==> config.mk <==
export PLATFORM = sky130hd
export DESIGN_NAME = nfc_command_arbiter
export DESIGN_NICKNAME = d
export VERILOG_FILES = /design/src/rtl/nfc_command_arbiter.sv
export SDC_FILE = /design/constraint.sdc
export NUM_CORES = 1
export LEC_CHECK = 0
export BUFFER_PORTS_ARGS = -buffer_cell sky130_fd_sc_hd__buf_4
export CORE_AREA = 2 2 179 181
export CTS_BUF_LIST = sky130_fd_sc_hd__clkbuf_4
export CTS_CLUSTER_SIZE = 12
export DETAILED_ROUTE_END_ITERATION = 8
export DIE_AREA = 0 0 181 183
export GPL_ROUTABILITY_DRIVEN = 1
export PLACE_DENSITY_LB_ADDON = 0.25
export SLEW_MARGIN = 20
export SYNTH_ARGS = -nofsm -noshare
export SYNTH_HDL_FRONTEND = slang
export SYNTH_SLANG_ARGS = --single-unit
export TNS_END_PERCENT = 30
==> constraint.sdc <==
create_clock -name iSystemClock -period 2.2 [get_ports iSystemClock]
set_clock_uncertainty 0.15 [all_clocks]
set_input_delay 0.22 -clock iSystemClock [delete_from_list [all_inputs] [get_ports iSystemClock]]
set_output_delay 0.22 -clock iSystemClock [all_outputs]
set_load 0.01 [all_outputs]
==> src/rtl/nfc_command_arbiter.sv <==
// Arbitrates the shared atom command generator between command primitives.
// The owner's request fields reach the ACG combinationally; ACG status is routed back to the owner only.
module nfc_command_arbiter #(
  parameter int          NumberOfWays  = 4,
  parameter int          NumberOfCmds  = 4,
  parameter int unsigned TimeoutCycles = 1000000
) (
  input  logic                        iSystemClock,
  input  logic                        iReset,
  input  logic [NumberOfCmds-1:0]     iCmdStart,
  input  logic [NumberOfCmds-1:0]     iCmdLastStep,
  input  logic [8*NumberOfCmds-1:0]   iCmdACG_Command,
  input  logic [3*NumberOfCmds-1:0]   iCmdACG_CommandOption,
  input  logic [NumberOfWays*NumberOfCmds-1:0] iCmdACG_TargetWay,
  input  logic [16*NumberOfCmds-1:0]  iCmdACG_NumOfData,
  input  logic [NumberOfCmds-1:0]     iCmdACG_CASelect,
  input  logic [40*NumberOfCmds-1:0]  iCmdACG_CAData,
  output logic [7:0]                  oACG_Command,
  output logic [2:0]                  oACG_CommandOption,
  output logic [NumberOfWays-1:0]     oACG_TargetWay,
  output logic [15:0]                 oACG_NumOfData,
  output logic                        oACG_CASelect,
  output logic [39:0]                 oACG_CAData,
  input  logic [7:0]                  iACG_Ready,
  input  logic [7:0]                  iACG_LastStep,
  output logic [8*NumberOfCmds-1:0]   oCmdACG_Ready,
  output logic [8*NumberOfCmds-1:0]   oCmdACG_LastStep,
  output logic                        oCMDReady,
  output logic [NumberOfCmds-1:0]     oOwner,
  output logic                        oLastStep,
  output logic                        oTimeout,
  output logic                        oConflict
);

  // state   | meaning
  // IDLE    | no owner, accepting a start pulse
  // OWNED   | one primitive drives the ACG; waiting for its last step or timeout
  // RELEASE | one-cycle gap before the next grant
  typedef enum logic [2:0] {
    S_IDLE    = 3'b001,
    S_OWNED   = 3'b010,
    S_RELEASE = 3'b100
  } state_e;

  localparam bit          TimeoutEn   = (TimeoutCycles != 0);
  localparam logic [31:0] TimeoutLast = (TimeoutCycles == 0) ? 32'd0 : 32'(TimeoutCycles - 1);

  state_e                  state_q, state_d;
  logic [NumberOfCmds-1:0] owner_q, owner_d;
  logic [31:0]             counter_q, counter_d;
  logic                    timeout_q, timeout_d;
  logic                    conflict_q, conflict_d;
  logic                    last_step_q, last_step_d;
  logic                    cmd_ready_q, cmd_ready_d;
  logic [NumberOfCmds-1:0] start_lowest;
  logic                    start_multi;

  assign start_lowest = iCmdStart & (~iCmdStart + NumberOfCmds'(1));
  assign start_multi  = |(iCmdStart & (iCmdStart - NumberOfCmds'(1)));

  always_ff @(posedge iSystemClock or negedge iReset) begin
    if (!iReset) begin
      state_q     <= S_IDLE;
      owner_q     <= '0;
      counter_q   <= '0;
      timeout_q   <= 1'b0;
      conflict_q  <= 1'b0;
      last_step_q <= 1'b0;
      cmd_ready_q <= 1'b1;
    end else begin
      state_q     <= state_d;
      owner_q     <= owner_d;
      counter_q   <= counter_d;
      timeout_q   <= timeout_d;
      conflict_q  <= conflict_d;
      last_step_q <= last_step_d;
      cmd_ready_q <= cmd_ready_d;
    end
  end

  always_comb begin
    state_d     = state_q;
    owner_d     = owner_q;
    counter_d   = counter_q;
    timeout_d   = timeout_q;
    conflict_d  = conflict_q;
    last_step_d = 1'b0;
    unique case (state_q)
      S_IDLE: begin
        if (|iCmdStart) begin
          state_d    = S_OWNED;
          owner_d    = start_lowest;
          counter_d  = '0;
          timeout_d  = 1'b0;
          conflict_d = start_multi;
        end
      end
      S_OWNED: begin
        if (counter_q != '1) counter_d = counter_q + 32'd1;
        // Owner completion takes priority over a coincident timeout.
        if (|(iCmdLastStep & owner_q)) begin
          state_d     = S_RELEASE;
          owner_d     = '0;
          last_step_d = 1'b1;
        end else if (TimeoutEn && (counter_q == TimeoutLast)) begin
          state_d   = S_RELEASE;
          owner_d   = '0;
          timeout_d = 1'b1;
        end
      end
      S_RELEASE: state_d = S_IDLE;
      default: begin
        state_d = S_IDLE;
        owner_d = '0;
      end
    endcase
    cmd_ready_d = (state_d == S_IDLE);
  end

  // owner_q is zero outside OWNED, so the idle values fall out of the defaults.
  always_comb begin
    oACG_Command       = '0;
    oACG_CommandOption = '0;
    oACG_TargetWay     = '0;
    oACG_NumOfData     = '0;
    oACG_CASelect      = 1'b1;
    oACG_CAData        = '0;
    oCmdACG_Ready      = '0;
    oCmdACG_LastStep   = '0;
    for (int k = 0; k < NumberOfCmds; k++) begin
      if (owner_q[k]) begin
        oACG_Command                = iCmdACG_Command[8*k +: 8];
        oACG_CommandOption          = iCmdACG_CommandOption[3*k +: 3];
        oACG_TargetWay              = iCmdACG_TargetWay[NumberOfWays*k +: NumberOfWays];
        oACG_NumOfData              = iCmdACG_NumOfData[16*k +: 16];
        oACG_CASelect               = iCmdACG_CASelect[k];
        oACG_CAData                 = iCmdACG_CAData[40*k +: 40];
        oCmdACG_Ready[8*k +: 8]     = iACG_Ready;
        oCmdACG_LastStep[8*k +: 8]  = iACG_LastStep;
      end
    end
  end

  assign oCMDReady = cmd_ready_q;
  assign oOwner    = owner_q;
  assign oLastStep = last_step_q;
  assign oTimeout  = timeout_q;
  assign oConflict = conflict_q;

endmodule

Word level (Yosys, flattened, before mapping)
Index checks and enable logic that the tools add are counted.
{ "totals": {"regBits": 43, "elab_cells": 83} }
{ "op_classes": {"n_addsub": 3, "n_eq_ne": 11, "n_mux": 49, "n_bitwise": 5, "n_reduce_logical": 8} }
{ "op_table": {"columns": ["operator", "n"], "rows": [
  ["$mux W40", 4],
  ["$mux W8", 12],
  ["$mux W16", 4],
  ["$mux W32", 2],
  ["$pmux W32 S2", 1],
  ["$add A32 B1 Y32 const B", 1],
  ["$eq A32 B20 Y1 const B", 1],
  ["$ne A32 B32 Y1 const B", 1],
  ["$mux W4", 7],
  ["$mux W3", 7],
  ["$and A4 B4 Y4", 3],
  ["$pmux W4 S3", 1],
  ["$reduce_or A4 Y1", 3],
  ["$mux W1", 9],
  ["$ne A2 B2 Y1 const B", 4],
  ["$eq A3 B1 Y1 const B", 2],
  ["$pmux W3 S2", 1],
  ["$reduce_and A3 Y1", 2],
  ["$add A4 B1 Y4 const B", 1],
  ["$not A4 Y4", 1],
  ["$reduce_and A4 Y1", 1],
  ["$sub A4 B1 Y4 const B", 1],
  ["$eq A3 B2 Y1 const B", 1],
  ["$eq A3 B3 Y1 const B", 1],
  ["other kinds (5)", 5]
]} }

Depth between registers and ports, before layout
Gate-level depths: netlist of the first run.
{ "logic_depth": {"ltp_word": 5, "depth_mapped": 8, "mapped_depth_nobuf": 6} }

Worst setup path after synthesis of the first run
OpenSTA, ideal clock, no wires.
{ "synth_path": {"path_type": "input to register", "from": "input port iCmdStart[0]", "to": "register counter_q[1]", "setup_time_ns": 0.122, "arrival_time_ns": 2.045, "t_required_ns": 1.928, "path_slack_ns": -0.117, "path_stages": 5, "path_cell_list": "or4_4 a2111o_1 or3_1 buf_2 a32o_1"} }
{ "synth_between": {"elab_chain_cells": 3} }
{ "synth_rtl": {"columns": ["item", "line", "text"], "rows": [
  ["start, declared", "10", "input logic [NumberOfCmds-1:0] iCmdStart,"],
  ["$reduce_or A4 Y1", "90", "if (|iCmdStart) begin"],
  ["$ne A2 B2 Y1 (no line)", null, null],
  ["$reduce_and A3 Y1 (no line)", null, null],
  ["end signal, assigned", "73", "counter_q <= counter_d;"],
  ["end, declared", "50", "logic [31:0] counter_q, counter_d;"]
]} }
No other way between the ends.
A chain may end at the register's enable or synchronous reset.

Worst setup path after layout of the first run
{ "layout_path": {"from": "register owner_q[1] (netlist: oOwner[1])", "to": "output port oACG_CAData[17]"} }
{ "layout_between": {"elab_chain_cells": 3} }
{ "layout_rtl": {"columns": ["item", "line", "text"], "rows": [
  ["start, declared", "49", "logic [NumberOfCmds-1:0] owner_q, owner_d;"],
  ["start signal, assigned", "72", "owner_q <= owner_d;"],
  ["$mux W40 (3 in series)", "131", "if (owner_q[k]) begin"],
  ["end, declared", "23", "output logic [39:0] oACG_CAData,"]
]} }
No other way between the ends.

==> results.yml, run 1 <==
status:
  outcome: "finished, violations left"
  violations: "setup timing"
floorplanning:
  dieArea_um2: 33100
  io_pins: 458
  die_w_um: 181
  start_util_pct: 15.7
  rows: 65
  die_y_um: 183
  coreArea_um2: 31200
logic_synthesis:
  seq_area_frac_synth_pct: 22.1
  synth_commonest_cells: "107 x nand2_1, 90 x a21oi_1, 84 x nor2_1"
  synth_warnings: 0
  ys_ff_latch: 43
  netlist_area_um2: 4890
  synth.largest_area_cell: "dfrtp_1"
  synth.area.top_cells: "dfrtp_1 21%, a22oi_1 11%, a21oi_1 9.2%, and2_1 8.7%, nand2_1 8.2%"
  synth_top_area_share_pct: 21.0
  synth.net_count: 1073
  yosysMostFrequentCell: "nand2_1"
  async_flop_share_pct: 100
  ys.flop_type: "dfrtp_1"
  avgSynthCellArea_um2: 6.45
  synth_edf_count: 0
  synthCells: 758
  synth.distinct_cells: 50
place:
  dp_hpwl_um: 25400
  portBuffers: 457
  place.gp.congestion: 0.932
timing:
  final_hold_viol_count: 0
  setup_viol: 72
  tns_ns: -12.50
  slew_violations: 0
  finalCriticalPeriod_ns: 2.48
  tightest_slew_ns: 0.601
  max_freq_ghz: 0.403
  rsz0062_at_grt: "true"
  slew_headroom_pct: 59.9
  finalCritPeriodShare_pct: 113
  fin_ws_ns: -0.282
drt:
  remaining_drc_errors: 0
  routed_wl_um: 31500
  drtPass1Iterations: 5
  vias: 7478
  avgViaCountPerCell: 4.53
  antenna_left: 0
  drt_iter0_drc: 579
  wl_per_cell_um: 19.1
clock_tree:
  cts.sinks: 43
  clk_pin_slew_ns: 0.16
  clk_latency_ns: 0.37
  cts.path.max_buffers: 2
  cts_max_level: 2
  cts_root_buf: "clkbuf_4"
  numCtsBuffers: 5
  tritoncts: "built"
cells_and_area:
  regArea_um2: 1090
  utilization_pct: 31.0
  fillerInstances: 3448
  layout-drive-gt1-share_pct: 47.6
  multi_input_area_um2: 3650
  area_delta_synth_final_pct: 97.9
  nets: 1561
global_route:
  overflow: 0
  grt_pass1_vias: 7009
  grt_antenna_before_repair: 3
  grt_usage_pct: 17.6
  grt_max_degree: 120
  grt_pass1_wl_um: 44800
worst_setup_path:
  path_buf_inv: 3
  worstSetupPathType: "reg2out"
  required_ns: 1.83
  crit_family: "flip-flops"
  crit_path_max_incr_delay_ns: 0.54
  crit_slowest_cell: "dfrtp_4"
  path_depth: 8
  arrival_ns: 2.11
  critPathMaxFanout: 18
  crit_path_frequent_cell: "buf_12"
  cp-start-kind: "flop"
  path_cells: "nor2b_4, buf_12, buf_12, a22oi_1, nor2_1, a21oi_1, o21ai_0, buf_4"
  reg2reg_depth: 7
  cp-end-kind: "output port"
hold_path:
  hold_depth: 3
  min_path_type: "in2reg"
power:
  powerDensity_nw_per_um2: 726
  p_leak_uw: 0.00457
  peakVddDrop_mv: 0.278
job:
  maxCapViolCount: 0
==> layout make-up <==
cell class	instances	area share, %
repair buffers	548	44.8
clock buffers	5	0.388
well taps	402	5.20
inverters	8	0.310
diodes	2	0.0517
clock inverters	3	0.207
multi-input cells	640	37.8
flip-flops and latches	43	11.3
==> cell usage in the layout, fill, tap and decap left out, drive strengths merged, types with 3 or more instances in the layout <==
| cell | instances |
|---|---|
| a21o | 3 |
| a21oi | 90 |
| a22oi | 71 |
| a31oi | 6 |
| a32o | 5 |
| and2 | 68 |
| and3 | 5 |
| and4 | 5 |
| buf | 546 |
| clkbuf | 6 |
| dfrtp | 41 |
| inv | 8 |
| nand2 | 108 |
| nand3 | 17 |
| nand4 | 16 |
| nor2 | 84 |
| nor2b | 4 |
| nor3 | 9 |
| nor4 | 8 |
| o21ai | 87 |
| o311ai | 5 |
| o31ai | 6 |
| or3 | 10 |
| or4 | 9 |
==> state kept, by name (all words and copies together) (netlist names) <==
signal / cells
oLastStep: 1
state_q: 3
oCMDReady: 1
oOwner: 4
counter_q: 32
oTimeout: 1
oConflict: 1
==> worst register-to-register path, cell delays in order, from the launching register on <==
cell	delay [ns]
dfstp_2	0.56
nor3b_4	0.20
a2111o_1	0.27
buf_6	0.13
nor3_2	0.04
buf_4	0.14
or4_4	0.47
a21oi_2	0.13
==> metal layers <==
metal | track usage (%) | part of all wire (%)
met1 | 23.4 | 44
met2 | 30.3 | 49
met3 | 3.51 | 6.2
met4 | 2.60 | 1.3
met5 | 0 | 0.048
==> final timing paths <==
check,start,end,slack (ns)
setup / recovery,oOwner[1],oACG_CAData[17],-0.28
hold / removal,iCmdStart[0],oOwner[0],0.05
hold reg to reg,counter_q[12],counter_q[12],0.40
min in group asynchronous,iReset,counter_q[11],0.24
setup reg to reg,state_q[0],counter_q[11],0.05
max in group asynchronous,iReset,oOwner[3],1.22
==> cells by family after synthesis <==
kind of cell	synth area share (%)
flip-flops	22.1
XOR/XNOR	0.179
AO/OA/AOI/OAI	35.7
AND/OR/NAND/NOR	35.3
buffers and inverters	6.09
adder cells (fa/ha/maj)	0.256
multiplexers	0.410
==> power by group <==
group	internal, uW	switching [uW]
clock network	123	296
registers	889	70.2
logic	2670	2970
==> repair_timing <==
action,in CTS,in global routing
pin swaps,3,6
endpoints found under the setup margin,91,91
setup buffers,4,1
gates resized for setup,36,34
cloned,0,1
hold buffers,1,0
hold endpoints to repair,41,0
==> through the flow <==
stage                     setup slack (ns)  power, uW  cell area [um^2]  std cells  hold slack, ns
after floorplan                   -0.00976       3280              4900        758          -0.226
after global placement              -0.245       6290              9340       1634           0.128
after detailed placement            -0.280       6290              9340       1634           0.125
after CTS                           -0.260       6920              9530       1647          0.0401
after global routing                -0.355       7530              9670       1651          0.0403
final                               -0.282       7020              9670       1651          0.0528
Note: power is estimated with default switching activity, not from simulation.
==> run 2, diff against run 1 <==
--- a/config.mk
+++ b/config.mk
@@ -13,6 +13,7 @@
 export DIE_AREA = 0 0 181 183
 export GPL_ROUTABILITY_DRIVEN = 1
 export PLACE_DENSITY_LB_ADDON = 0.25
+export REMOVE_ABC_BUFFERS = 1
 export SLEW_MARGIN = 20
 export SYNTH_ARGS = -nofsm -noshare
 export SYNTH_HDL_FRONTEND = slang
==> results.yml, run 2 (same netlist as run 1, synthesis figures left out) <==
worst_setup_path:
  reg2reg_slack_ns: 0.01
  cp-start-kind: "flop"
  critPathMaxFanout: 8
  arrival_ns: 2.05
  worstSetupPathType: "reg2out"
  cp-end-kind: "output port"
  required_ns: 1.83
drt:
  antenna_left: 0
  avgViaCountPerCell: 4.57
  wl_per_cell_um: 18.9
  drtPass1Iterations: 6
  wl_met2_um: 15100
  remaining_drc_errors: 0
  vias: 7656
  wl_met1_um: 13700
  routed_wl_um: 31600
  routed.top_layer: "met5"
  routed-wl-met3_um: 2130
  drt_iter0_drc: 511
clock_tree:
  cts.sinks: 43
  tritoncts: "built"
  clk_pin_slew_ns: 0.13
  cts.path.max_buffers: 2
  cts_max_level: 2
  cts_root_buf: "clkbuf_4"
  clk_latency_ns: 0.35
  numCtsBuffers: 5
floorplanning:
  dieArea_um2: 33100
  die_y_um: 183
  coreArea_um2: 31200
  die_w_um: 181
  rows: 65
  start_util_pct: 15.7
  io_pins: 458
cells_and_area:
  final_common_cell: "buf_4"
  top_register: "counter_q"
  layout_common_cells: "535 x buf_4, 107 x nand2_1, 86 x a21oi_1"
  layout-drive-gt1-share_pct: 50.6
  area_delta_synth_final_pct: 105
  largest_register_ffs: 32
  nets: 1583
global_route:
  grt_pass1_vias: 6953
  grt_usage_pct: 17.6
  overflow: 0
  grt_antenna_before_repair: 4
  grt_pass1_wl_um: 44700
  grt_max_degree: 93
timing:
  finalCritPeriodShare_pct: 110
  slew_headroom_pct: 58.7
  setup_viol: 69
  tightest_slew_ns: 0.620
  hold_ws_ns: 0.0850
  slew_violations: 0
  finalCriticalPeriod_ns: 2.42
  rsz0062_at_grt: "true"
  final_hold_viol_count: 0
  fin_ws_ns: -0.223
  max_freq_ghz: 0.413
power:
  internal_power_uw: 4130
  pwr-share-clk_pct: 6.9
  report.power.total_uw: 7570
  powerDensity_nw_per_um2: 756
  switching_share_pct: 45.4
  p_leak_uw: 0.00476
  p_switching_uw: 3440
  peakVddDrop_mv: 0.392
  seq_power_share_pct: 12.6
  combPwrFrac_pct: 80.5
hold_path:
  min_path_type: "in2reg"
job:
  maxCapViolCount: 0
status:
  violations: "setup timing"
  outcome: "finished, violations left"
place:
  dp_hpwl_um: 25500
  place.gp.congestion: 0.913
  portBuffers: 457
-- run 2: per-stage QoR --
stage	area [um^2]	std cells	util (%)	TNS, ns	setup slack, ns
after detailed placement	9410	1649	30.1	-9.32	-0.368
final	10000	1674	32.1	-8.15	-0.223
after global routing	10000	1673	32.1	-18.03	-0.339
after floorplan	4620	691	-	-266.44	-2.72
after global placement	9410	1649	30.1	-8.43	-0.344
after CTS	9860	1670	31.6	-10.58	-0.254
-- run 2: critical path, cell delays in order (launching register included) --
cell	delay, ns
dfrtp_4	0.53
nor2b_4	0.16
buf_12	0.12
buf_16	0.15
a22oi_1	0.11
nor2_1	0.12
a21oi_1	0.06
o21ai_2	0.20
buf_4	0.15
buf_4	0.11
-- run 2: per-layer routing --
layer	up-vias	track usage, %
li1	3795	-
met1	3565	23.5
met2	256	29.5
met3	38	3.40
met4	2	3.77
met5	-	0
-- run 2: power by group through the flow --
stage / logic [uW] / registers, uW / clock network [uW]
after floorplan: 1990 / 1160 / 0
after global placement: 5370 / 960 / 0
after detailed placement: 5370 / 961 / 0
after CTS: 6020 / 952 / 548
after global routing: 6570 / 965 / 587
final: 6100 / 952 / 525
-- run 2: what timing repair did --
item	in CTS	in global routing
endpoints found under the setup margin	84	94
resized for setup	104	40
hold buffers	1	0
setup buffers	9	1
pin swaps	12	21
endpoints found under the hold margin	41	0
gates cloned	3	1
-- run 2: worst paths after layout --
path,start,to,cells after the start
min in group asynchronous,iReset,counter_q[21],2
worst min register to register,oTimeout,oTimeout,2
max in group asynchronous,iReset,oOwner[2],2
worst max register to register,counter_q[0],counter_q[22],8
worst max-delay path,oOwner[1],oACG_CAData[11],9
worst min-delay path,iCmdStart[0],oOwner[0],3
-- run 2: area by class of cell --
cell class | instances | area [um^2]
sequential | 43 | 1090
multi-input combinational | 640 | 3770
clock buffer | 7 | 52.6
clock inverter | 1 | 30.0
fill | 3420 | 21200
antenna | 3 | 7.51
inverter | 8 | 30.0
tap | 402 | 503
timing repair buffer | 570 | 4540
